`config.mk`:
```
export PLATFORM = sky130hd
export DESIGN_NAME = frac_logic_slice_array_flat
export DESIGN_NICKNAME = d
export VERILOG_FILES = /design/src/rtl/frac_logic_pkg.sv /design/src/rtl/frac_logic_slice_array_if.sv /design/src/rtl/frac_logic_slice.sv /design/src/rtl/frac_logic_slice_array.sv /design/src/flat_wrapper.sv
export SDC_FILE = /design/constraint.sdc
export NUM_CORES = 1
export LEC_CHECK = 0
export BUFFER_PORTS_ARGS = -buffer_cell sky130_fd_sc_hd__clkbuf_2
export CORE_MARGIN = 3
export CORE_UTILIZATION = 40
export DETAILED_ROUTE_END_ITERATION = 12
export PLACE_DENSITY = 0.64
export SYNTH_ARGS = -nofsm -noshare
export SYNTH_HDL_FRONTEND = slang
export SYNTH_SLANG_ARGS = --single-unit
```
`constraint.sdc`:
```
create_clock -name prog_clock -period 2.23 [get_ports prog_clock]
set_input_delay 0.1115 -clock prog_clock [delete_from_list [all_inputs] [get_ports prog_clock]]
set_output_delay 0.1115 -clock prog_clock [all_outputs]
set_load 0.01 [all_outputs]
```
`src/rtl/frac_logic_pkg.sv`:
```
// Shared sizing helpers, config field offsets and enums for the fracturable
// logic slice array.
package frac_logic_pkg;

  typedef enum logic [1:0] {
    SEL_SUM   = 2'd0,
    SEL_COUT  = 2'd1,
    SEL_LUTK1 = 2'd2,
    SEL_LUTK  = 2'd3
  } sel_e;

  typedef enum logic [1:0] {
    ST_IDLE   = 2'd0,
    ST_SHIFT  = 2'd1,
    ST_COMMIT = 2'd2
  } cfg_state_e;

  // Truth table width of one slice: a (LUT_K-1)-input LUT.
  function automatic int tt_bits(input int k);
    return 2 ** (k - 1);
  endfunction

  // Field layout inside a slice: {reg_en, sel[1:0], tt}.
  function automatic int sel_off(input int k);
    return tt_bits(k);
  endfunction

  function automatic int reg_en_off(input int k);
    return tt_bits(k) + 2;
  endfunction

  function automatic int slice_bits(input int k);
    return tt_bits(k) + 3;
  endfunction

  function automatic int cfg_bits(input int k, input int n);
    return n * slice_bits(k);
  endfunction

  function automatic int clog2_f(input int v);
    int r;
    r = 0;
    while ((1 << r) < v) r++;
    return r;
  endfunction

endpackage

```
`src/rtl/frac_logic_slice_array_if.sv`:
```
// Config-chain bus: serial chain in/out, shift enable and commit status.
interface frac_logic_slice_array_if;
  logic config_enable;
  logic ccff_head;
  logic ccff_tail;
  logic cfg_done;
  logic cfg_err;

  modport master (output config_enable, ccff_head,
                  input  ccff_tail, cfg_done, cfg_err);
  modport slave  (input  config_enable, ccff_head,
                  output ccff_tail, cfg_done, cfg_err);
endinterface

```
`src/rtl/frac_logic_slice.sv`:
```
// One slice: truth table split into two fragments, p/g ripple-carry stage,
// 4:1 output mux and an optional output register.
module frac_logic_slice
  import frac_logic_pkg::*;
#(
  parameter int LUT_K = 6
) (
  input  logic                           prog_clock,
  input  logic                           prog_reset_n,
  input  logic                           config_enable,
  input  logic [slice_bits(LUT_K)-1:0]   cfg,
  input  logic [LUT_K-1:0]               lut_in,
  input  logic                           lutk1_nb,
  input  logic                           cin,
  output logic                           lutk1,
  output logic                           cout,
  output logic                           out
);
  localparam int TTB  = tt_bits(LUT_K);
  localparam int HALF = TTB / 2;

  logic [TTB-1:0]  tt;
  logic [HALF-1:0] tt_lo, tt_hi;
  sel_e            sel;
  logic            reg_en;
  logic            frag_lo, frag_hi, lutk, sum, mux, q;

  assign tt     = cfg[TTB-1:0];
  assign sel    = sel_e'(cfg[sel_off(LUT_K) +: 2]);
  assign reg_en = cfg[reg_en_off(LUT_K)];
  assign tt_lo  = tt[HALF-1:0];
  assign tt_hi  = tt[TTB-1:HALF];

  assign frag_lo = tt_lo[lut_in[LUT_K-3:0]];
  assign frag_hi = tt_hi[lut_in[LUT_K-3:0]];
  assign lutk1   = lut_in[LUT_K-2] ? frag_hi : frag_lo;
  // Top input borrows the neighbouring slice's half to form a full LUT_K LUT.
  assign lutk    = lut_in[LUT_K-1] ? lutk1_nb : lutk1;

  // Low fragment acts as propagate, high fragment as generate.
  assign sum  = frag_lo ^ cin;
  assign cout = frag_lo ? cin : frag_hi;

  // Output source select.
  always_comb begin
    mux = sum;
    case (sel)
      SEL_SUM:   mux = sum;
      SEL_COUT:  mux = cout;
      SEL_LUTK1: mux = lutk1;
      SEL_LUTK:  mux = lutk;
      default:   mux = sum;
    endcase
  end

  // Output register, parked at 0 while the chain is being shifted.
  always_ff @(posedge prog_clock or negedge prog_reset_n) begin
    if (!prog_reset_n)     q <= 1'b0;
    else if (config_enable) q <= 1'b0;
    else                    q <= mux;
  end

  assign out = reg_en ? q : mux;

endmodule

```
`src/rtl/frac_logic_slice_array.sv`:
```
// Fracturable logic element: NUM_FRAC chained slices plus a config chain with
// shadow/active double buffering and a commit checker.
// Optional macro FRAC_LOGIC_CFG_PARITY_EN: adds one parity bit at the head of
// the chain and requires even parity over the whole shadow to commit.
module frac_logic_slice_array
  import frac_logic_pkg::*;
#(
  parameter int LUT_K    = 6,
  parameter int NUM_FRAC = 2
) (
  input  logic                      prog_clock,
  input  logic                      prog_reset_n,
  frac_logic_slice_array_if.slave   cfg_bus,
  input  logic [LUT_K-1:0]          frac_logic_in,
  input  logic                      frac_logic_cin,
  output logic [NUM_FRAC-1:0]       frac_logic_out,
  output logic                      frac_logic_cout
);
  localparam int SB = slice_bits(LUT_K);
  localparam int CB = cfg_bits(LUT_K, NUM_FRAC);
`ifdef FRAC_LOGIC_CFG_PARITY_EN
  localparam int CHAIN = CB + 1;
`else
  localparam int CHAIN = CB;
`endif
  localparam int CW = clog2_f(CHAIN + 2);
  localparam logic [CW-1:0] CNT_FULL = CW'(CHAIN);
  localparam logic [CW-1:0] CNT_SAT  = CW'(CHAIN + 1);

  logic [CHAIN-1:0]    shadow;
  logic [CB-1:0]       active;
  logic [CW-1:0]       cnt;
  logic                done_q, err_q;
  cfg_state_e          state, state_nx;
  logic                clr, commit, commit_ok;
  logic                en;
  logic [NUM_FRAC:0]   carry;
  logic [NUM_FRAC-1:0] lutk1, slice_out;

  assign en = cfg_bus.config_enable;

`ifdef FRAC_LOGIC_CFG_PARITY_EN
  assign commit_ok = (cnt == CNT_FULL) && !(^shadow);
`else
  assign commit_ok = (cnt == CNT_FULL);
`endif

  // Commit FSM state register; SHIFT doubles as the registered enable.
  always_ff @(posedge prog_clock or negedge prog_reset_n) begin
    if (!prog_reset_n) state <= ST_IDLE;
    else               state <= state_nx;
  end

  // Rising enable clears the counter/status, falling enable requests commit.
  always_comb begin
    state_nx = state;
    clr      = 1'b0;
    commit   = 1'b0;
    case (state)
      ST_SHIFT: if (!en) begin
        state_nx = ST_COMMIT;
        commit   = 1'b1;
      end
      default: if (en) begin
        state_nx = ST_SHIFT;
        clr      = 1'b1;
      end else begin
        state_nx = ST_IDLE;
      end
    endcase
  end

  // Chain shift, bit counter with overflow marker, and the commit itself.
  always_ff @(posedge prog_clock or negedge prog_reset_n) begin
    if (!prog_reset_n) begin
      shadow <= '0;
      active <= '0;
      cnt    <= '0;
      done_q <= 1'b0;
      err_q  <= 1'b0;
    end else begin
      if (en) begin
        shadow <= {shadow[CHAIN-2:0], cfg_bus.ccff_head};
        if (clr)                 cnt <= CW'(1);
        else if (cnt != CNT_SAT) cnt <= cnt + CW'(1);
      end
      if (clr) begin
        done_q <= 1'b0;
        err_q  <= 1'b0;
      end
      if (commit) begin
        cnt <= '0;
        if (commit_ok) begin
          active <= shadow[CB-1:0];
          done_q <= 1'b1;
        end else begin
          err_q  <= 1'b1;
        end
      end
    end
  end

  assign cfg_bus.ccff_tail = shadow[CHAIN-1];
  assign cfg_bus.cfg_done  = done_q;
  assign cfg_bus.cfg_err   = err_q;

  assign carry[0] = frac_logic_cin;

  for (genvar i = 0; i < NUM_FRAC; i++) begin : g_slice
    frac_logic_slice #(.LUT_K(LUT_K)) u_slice (
      .prog_clock    (prog_clock),
      .prog_reset_n  (prog_reset_n),
      .config_enable (en),
      .cfg           (active[i*SB +: SB]),
      .lut_in        (frac_logic_in),
      .lutk1_nb      (lutk1[(i+1) % NUM_FRAC]),
      .cin           (carry[i]),
      .lutk1         (lutk1[i]),
      .cout          (carry[i+1]),
      .out           (slice_out[i])
    );
  end

  // Keep routing quiet while reconfiguring or in reset.
  assign frac_logic_out  = (en || !prog_reset_n) ? '0 : slice_out;
  assign frac_logic_cout = (en || !prog_reset_n) ? 1'b0 : carry[NUM_FRAC];

endmodule

```
`src/flat_wrapper.sv`:
```
// flat-port wrapper written by rule: the top's interface ports become plain ports
module frac_logic_slice_array_flat import frac_logic_pkg::*;
#(
  parameter int LUT_K    = 6,
  parameter int NUM_FRAC = 2
)
  (prog_clock, prog_reset_n, frac_logic_in, frac_logic_cin, frac_logic_out, frac_logic_cout, cfg_bus_config_enable, cfg_bus_ccff_head, cfg_bus_ccff_tail, cfg_bus_cfg_done, cfg_bus_cfg_err);
  frac_logic_slice_array_if cfg_bus_i ();
  input  logic prog_clock;
  input  logic prog_reset_n;
  input  logic [LUT_K-1:0] frac_logic_in;
  input  logic frac_logic_cin;
  output logic [NUM_FRAC-1:0] frac_logic_out;
  output logic frac_logic_cout;
  input wire logic [$bits(cfg_bus_i.config_enable)-1:0] cfg_bus_config_enable;
  input wire logic [$bits(cfg_bus_i.ccff_head)-1:0] cfg_bus_ccff_head;
  output wire logic [$bits(cfg_bus_i.ccff_tail)-1:0] cfg_bus_ccff_tail;
  output wire logic [$bits(cfg_bus_i.cfg_done)-1:0] cfg_bus_cfg_done;
  output wire logic [$bits(cfg_bus_i.cfg_err)-1:0] cfg_bus_cfg_err;
  assign cfg_bus_i.config_enable = cfg_bus_config_enable;
  assign cfg_bus_i.ccff_head = cfg_bus_ccff_head;
  assign cfg_bus_ccff_tail = cfg_bus_i.ccff_tail;
  assign cfg_bus_cfg_done = cfg_bus_i.cfg_done;
  assign cfg_bus_cfg_err = cfg_bus_i.cfg_err;
  frac_logic_slice_array #(.LUT_K(LUT_K), .NUM_FRAC(NUM_FRAC)) u_core (.prog_clock(prog_clock), .prog_reset_n(prog_reset_n), .cfg_bus(cfg_bus_i), .frac_logic_in(frac_logic_in), .frac_logic_cin(frac_logic_cin), .frac_logic_out(frac_logic_out), .frac_logic_cout(frac_logic_cout));
endmodule
```
==> reports/qor.yml, run 1 <==
overflow: 0
start_util: 0.414
synth_ff_type: "dfrtp_1"
yosysTopAreaCellShare: 0.573
drv_slew: 0
synth_cells: 448
core_area_mm2: 0.0161
p_seq_frac: 0.503
crit_type: "reg -> out"
drc: 0
path_buf_inv: 1
p_leak_nw: 3.75
ir_drop_uv: 437
cts_tree: "built"
ant_nets: 0
fmax_mhz: 356
grt_pass1_vias: 3918
syn_nets: 461
via_per_inst: 5.24
drt_iter0_drc: 179
synth.distinct_cells: 47
dp_slack_ns: -0.283
synth_area_leaders: "dfrtp_1 (57%), mux2_2 (24%), mux4_1 (5.1%)"
die_w_um: 135
async_flop_share: 1.00
hold_viol_final: 0
final_cells: 715
grt-busiest-layer: "met2"
r2r_slack_ns: 0.07
final_cell_mix: "dfrtp_1 (153), mux2_2 (138), buf_4 (22)"
ys_ff_latch: 153
drive_gt1_frac: 0.461
grt_max_degree: 63
dp.cells: 680
crit_chain: "mux4_2 > mux2_4 > mux2i_4 > xor2_1 > o211a_1 > o31a_1 > o41ai_2 > buf_2"
cts-buffers-inserted: 17
whs_ns: 0.127
ys_warn_count: 0
clock_skew_ns: 0.00658
place_congestion: 0.844
root_buffer: "clkbuf_16"
grtUsageMet3: 0.0390
die-area_mm2: 0.0183
final_cell_area_mm2: 0.00776
worst_pin_slew_ns: 0.774
portBuffers: 16
period_share: 1.26
worst_slack_ns: -0.580
wirelength_um: 11900
critPathMaxStageDelay_ns: 0.48
placed_area_mm2: 0.00714
cap_violations: 0
reg2reg_depth: 8
path_max_fanout: 4
cp-startpoint: "u_core.active[48]"
netlist_area_mm2: 0.00668
critPathLaunchType: "register"
p_sw_mw: 1.39
cp.depth: 8
r2r_end: "u_core.g_slice[0].u_slice.q"
crit_path_end_kind: "output pin"
worstPathArrival_ns: 2.70
critPathRequiredTime_ns: 2.12
htree_levels: 4
ys_seq_area_frac: 0.573
critical_path.endpoint: "frac_logic_out[1]"
final_common_cell: "dfrtp_1"
ios: 17
yosysTopAreaCell: "dfrtp_1"
gr-usage-met2: 0.217
n_antenna_cell: 0
fin_crit_ns: 2.81
max-slew-margin-rel: 0.484
globalRouteMet1Util: 0.187
synth-edff-count: 0
clk_pin_slew_ns: 0.05
hold_class: "in -> async"
rsz0062_at_grt: "true"
status: "complete, but fails checks"
syn2layout_area_growth_pct: 16.3
critPathSlowestCell: "mux4_2"
violations: "negative setup slack"
crit_family: "multiplexers"
finalSetupViolCount: 3
p_per_area_mw_per_mm2: 819
sw_frac_of_total: 0.219
clockPowerShare: 0.422
antenna_found_initial: 0
worstReg2RegStart: "u_core.active[48]"
avgSynthCellArea_um2: 14.9
clock-sinks: 153
vias: 3747
final_nets: 503
track_usage: 0.140
dp_hpwl_um: 7900
grt_pass1_wl_um: 20100
wl_per_cell_um: 16.6
p_int_mw: 4.97
combPwrFrac: 0.075
ctsLongestPathBuffers: 2
clock_latency_ns: 0.42
die_h_um: 135
drtPass1Iterations: 4
rows: 46
[metal layers]
metal | vias up | wire (um) | part of all wire
li1 | 1737 | - | -
met1 | 1932 | 5540 | 0.47
met2 | 53 | 5630 | 0.47
met3 | 25 | 468 | 0.039
met4 | 0 | 269 | 0.023
met5 | - | 0 | 0
[flip-flops by register name, indices dropped and copies added, names as in the netlist]
register	flops
u_core.cfg_bus.cfg_err	1
u_core.shadow	70
u_core.g_slice.u_slice.q	2
u_core.cnt	7
u_core.cfg_bus.cfg_done	1
u_core.state	2
u_core.active	70
[what timing repair did]
item	in CTS	in global routing
buffers inserted	2	3
hold buffers	3	0
endpoints found under the hold margin	77	0
endpoints found under the setup margin	3	73
pin swaps	1	3
resized for setup	9	7
[cell families after synthesis]
family | Yosys count | share of synthesized area
AOI/OAI and AO/OA | 40 | 0.0472
xor gates and xnor gates | 4 | 0.00525
adders and majority gates | 2 | 0.00375
buffers and inverters | 29 | 0.0210
DFF | 153 | 0.573
muxes | 161 | 0.305
and+or+nand+nor | 59 | 0.0446
[through the flow]
step / util / setup TNS, ns / power, mW
after floorplan: - / 0 / 3.52
after global placement: 0.443 / -0.512 / 3.69
after detailed placement: 0.443 / -0.661 / 3.73
after CTS: 0.480 / -1.53 / 6.44
after global routing: 0.482 / -1.72 / 6.64
final: 0.482 / -1.47 / 6.36
[power by group through the flow]
stage / clock network, mW / logic (mW) / registers, mW
2_1_floorplan: 0 / 0.344 / 3.18
3_3_place_gp: 0 / 0.460 / 3.23
3_5_place_dp: 0 / 0.481 / 3.24
4_1_cts: 2.76 / 0.489 / 3.20
5_1_grt: 2.87 / 0.535 / 3.23
6_report: 2.68 / 0.480 / 3.20
[how the worst min path moves through the flow]
stage / end / from
5_1_grt: u_core.shadow[6] / prog_reset_n
3_5_place_dp: u_core.shadow[6] / prog_reset_n
3_3_place_gp: u_core.shadow[7] / prog_reset_n
6_report: u_core.shadow[6] / prog_reset_n
4_1_cts: u_core.shadow[7] / prog_reset_n
2_1_floorplan: u_core.active[0] / prog_reset_n
[synthesized netlist by cell type, types with 2 or more instances]
master and n:
dfrtp_1 153, mux2_2 140, clkbuf_1 16, nand2_1 16, mux4_1 13, o21ai_0 13
nor2_1 12, nand3_1 8, nor2b_1 7, a21oi_1 6, inv_1 6, a22o_2 5
mux2i_1 5, nor3_1 5, buf_1 4, buf_6 2, ha_1 2, mux4_2 2
nand2b_1 2, o31ai_1 2, xnor2_1 2, xor2_1 2
[layout make-up]
type / instances / area (um^2)
Timing Repair Buffer: 46 / 370
Tap cell: 216 / 270
Inverter: 6 / 22.5
Sequential cell: 153 / 3830
Fill cell: 1352 / 8350
Clock buffer: 24 / 472
Multi-Input combinational cell: 266 / 2730
Clock inverter: 4 / 70.1
No activity file was read; power rests on OpenSTA's default activity.
==> run 2, diff against run 1 <==
--- a/config.mk
+++ b/config.mk
@@ -9,7 +9,7 @@
 export CORE_MARGIN = 3
 export CORE_UTILIZATION = 40
 export DETAILED_ROUTE_END_ITERATION = 12
-export PLACE_DENSITY = 0.64
+export SLEW_MARGIN = 10
 export SYNTH_ARGS = -nofsm -noshare
 export SYNTH_HDL_FRONTEND = slang
 export SYNTH_SLANG_ARGS = --single-unit
==> reports/qor.yml, run 2 (synthesis gave the netlist of run 1 again) <==
p_per_area_mw_per_mm2: 831
rsz0062_at_grt: "true"
ant_nets: 0
hold_end: "u_core.state[0]"
reg2reg_depth: 8
antenna_found_initial: 0
ctsLongestPathBuffers: 2
period_share: 1.26
via_per_inst: 5.20
critPathLaunchType: "register"
overflow: 0
crit_chain: "mux4_2 > mux2_4 > mux2i_4 > xor2_1 > o211a_1 > o31a_1 > o41ai_2 > buf_2"
cap_violations: 0
fin_crit_ns: 2.82
syn2layout_area_growth_pct: 18.2
final_cell_mix: "dfrtp_1 (153), mux2_2 (138), buf_4 (24)"
vias: 3763
hold_class: "in -> reg"
finalSetupViolCount: 3
wirelength_um: 12000
critPathRequiredTime_ns: 2.12
fillCellCount: 1390
start_util: 0.414
drv_slew: 0
n_antenna_cell: 0
die_w_um: 135
multi_input_comb_area_mm2: 0.00273
wl_per_cell_um: 16.6
violations: "negative setup slack"
grt_pass1_wl_um: 20100
die-area_mm2: 0.0183
clock_latency_ns: 0.42
status: "complete, but fails checks"
ios: 17
min-delay-start: "cfg_bus_config_enable"
worst_pin_slew_ns: 0.640
portBuffers: 16
clk_pin_slew_ns: 0.06
path_max_fanout: 4
drtPass1Iterations: 4
final_nets: 507
clock_skew_ns: 0.00828
grt_pass1_vias: 3861
path_buf_inv: 1
final_common_cell: "dfrtp_1"
track_usage: 0.142
top_regs: "u_core.active: 70 flops, u_core.shadow: 70 flops, u_core.cnt: 7 flops"
drc: 0
worst_slack_ns: -0.591
p_leak_nw: 3.80
root_buffer: "clkbuf_16"
r2r_slack_ns: 0.08
die_h_um: 135
worstPathArrival_ns: 2.71
fmax_mhz: 355
cts-buffers-inserted: 17
register_area_mm2: 0.00383
worstReg2RegStart: "u_core.active[46]"
r2r_end: "u_core.g_slice[0].u_slice.q"
max-slew-margin-rel: 0.569
crit_type: "reg -> out"
core_area_mm2: 0.0161
power_mw: 6.56
grt_max_degree: 117
whs_ns: 0.0805
hold_viol_final: 0
ir_drop_uv: 530
critPathMaxStageDelay_ns: 0.47
htree_levels: 4
dp_hpwl_um: 7860
drt_iter0_drc: 162
crit_path_end_kind: "output pin"
hold_depth: 1
rows: 46
cts_tree: "built"
critPathSlowestCell: "mux4_2"
drive_gt1_frac: 0.483
crit_family: "multiplexers"
clock-sinks: 153
place_congestion: 0.808
run 2: final cells by class:
type | instances | share of cell area
clock buffers | 20 | 0.0591
clock inverters | 12 | 0.0178
inverters | 6 | 0.00285
multi-input cells | 266 | 0.346
flip-flops and latches | 153 | 0.485
well taps | 216 | 0.0342
repair buffers | 50 | 0.0552
run 2: metal layers:
metal / part of all wire / wire (um) / vias to the layer above / track usage
met1: 0.47 / 5670 / 1948 / 0.193
met3: 0.033 / 401 / 14 / 0.0409
met2: 0.48 / 5740 / 56 / 0.216
met4: 0.015 / 180 / 0 / 0.0577
met5: 0 / 0 / - / 0
li1: - / - / 1745 / -
run 2: worst max path at each step:
| stage | startpoint | to | slack [ns] | depth (start not counted) |
|---|---|---|---|---|
| CTS | u_core.active[39] | frac_logic_out[1] | -0.62 | 8 |
| global placement | frac_logic_in[0] | frac_logic_out[1] | -0.18 | 9 |
| detailed placement | frac_logic_in[0] | frac_logic_out[1] | -0.24 | 9 |
| finish | u_core.active[46] | frac_logic_out[1] | -0.59 | 8 |
| global route | u_core.active[44] | frac_logic_out[1] | -0.69 | 8 |
| floorplan | u_core.active[38] | frac_logic_out[1] | 0.03 | 7 |
run 2: where the power goes:
group / internal [mW] / total [mW] / switching (mW)
combinational: 0.266 / 0.473 / 0.207
sequential: 3.02 / 3.19 / 0.175
clock: 1.75 / 2.89 / 1.15
total: 5.03 / 6.56 / 1.53
run 2: metrics by stage:
step	util	area (um^2)	setup TNS (ns)	instances	setup slack, ns
finish	0.490	7890	-1.46	723	-0.591
floorplan	-	6680	0	448	0.0289
global route	0.490	7890	-1.84	723	-0.686
detailed placement	0.446	7190	-0.492	682	-0.238
global placement	0.446	7190	-0.381	682	-0.178
CTS	0.488	7870	-1.54	721	-0.618
run 2: worst register-to-register path, stage by stage, from the launching register on:
cell and delay (ns):
dfrtp_1 0.39, mux4_2 0.47, mux2_4 0.29, mux2i_4 0.22, buf_6 0.14, buf_6 0.09
mux4_2 0.23, mux2i_2 0.07, nor2b_1 0.12
run 2: repair_timing:
action | 4_1_cts | 5_1_grt
endpoints found under the setup margin | 3 | 57
gates cloned | 0 | 0
hold buffers | 2 | 0
pin swaps | 1 | 3
gates resized for setup | 9 | 8
buffers inserted | 5 | 2
hold endpoints to repair | 38 | 0
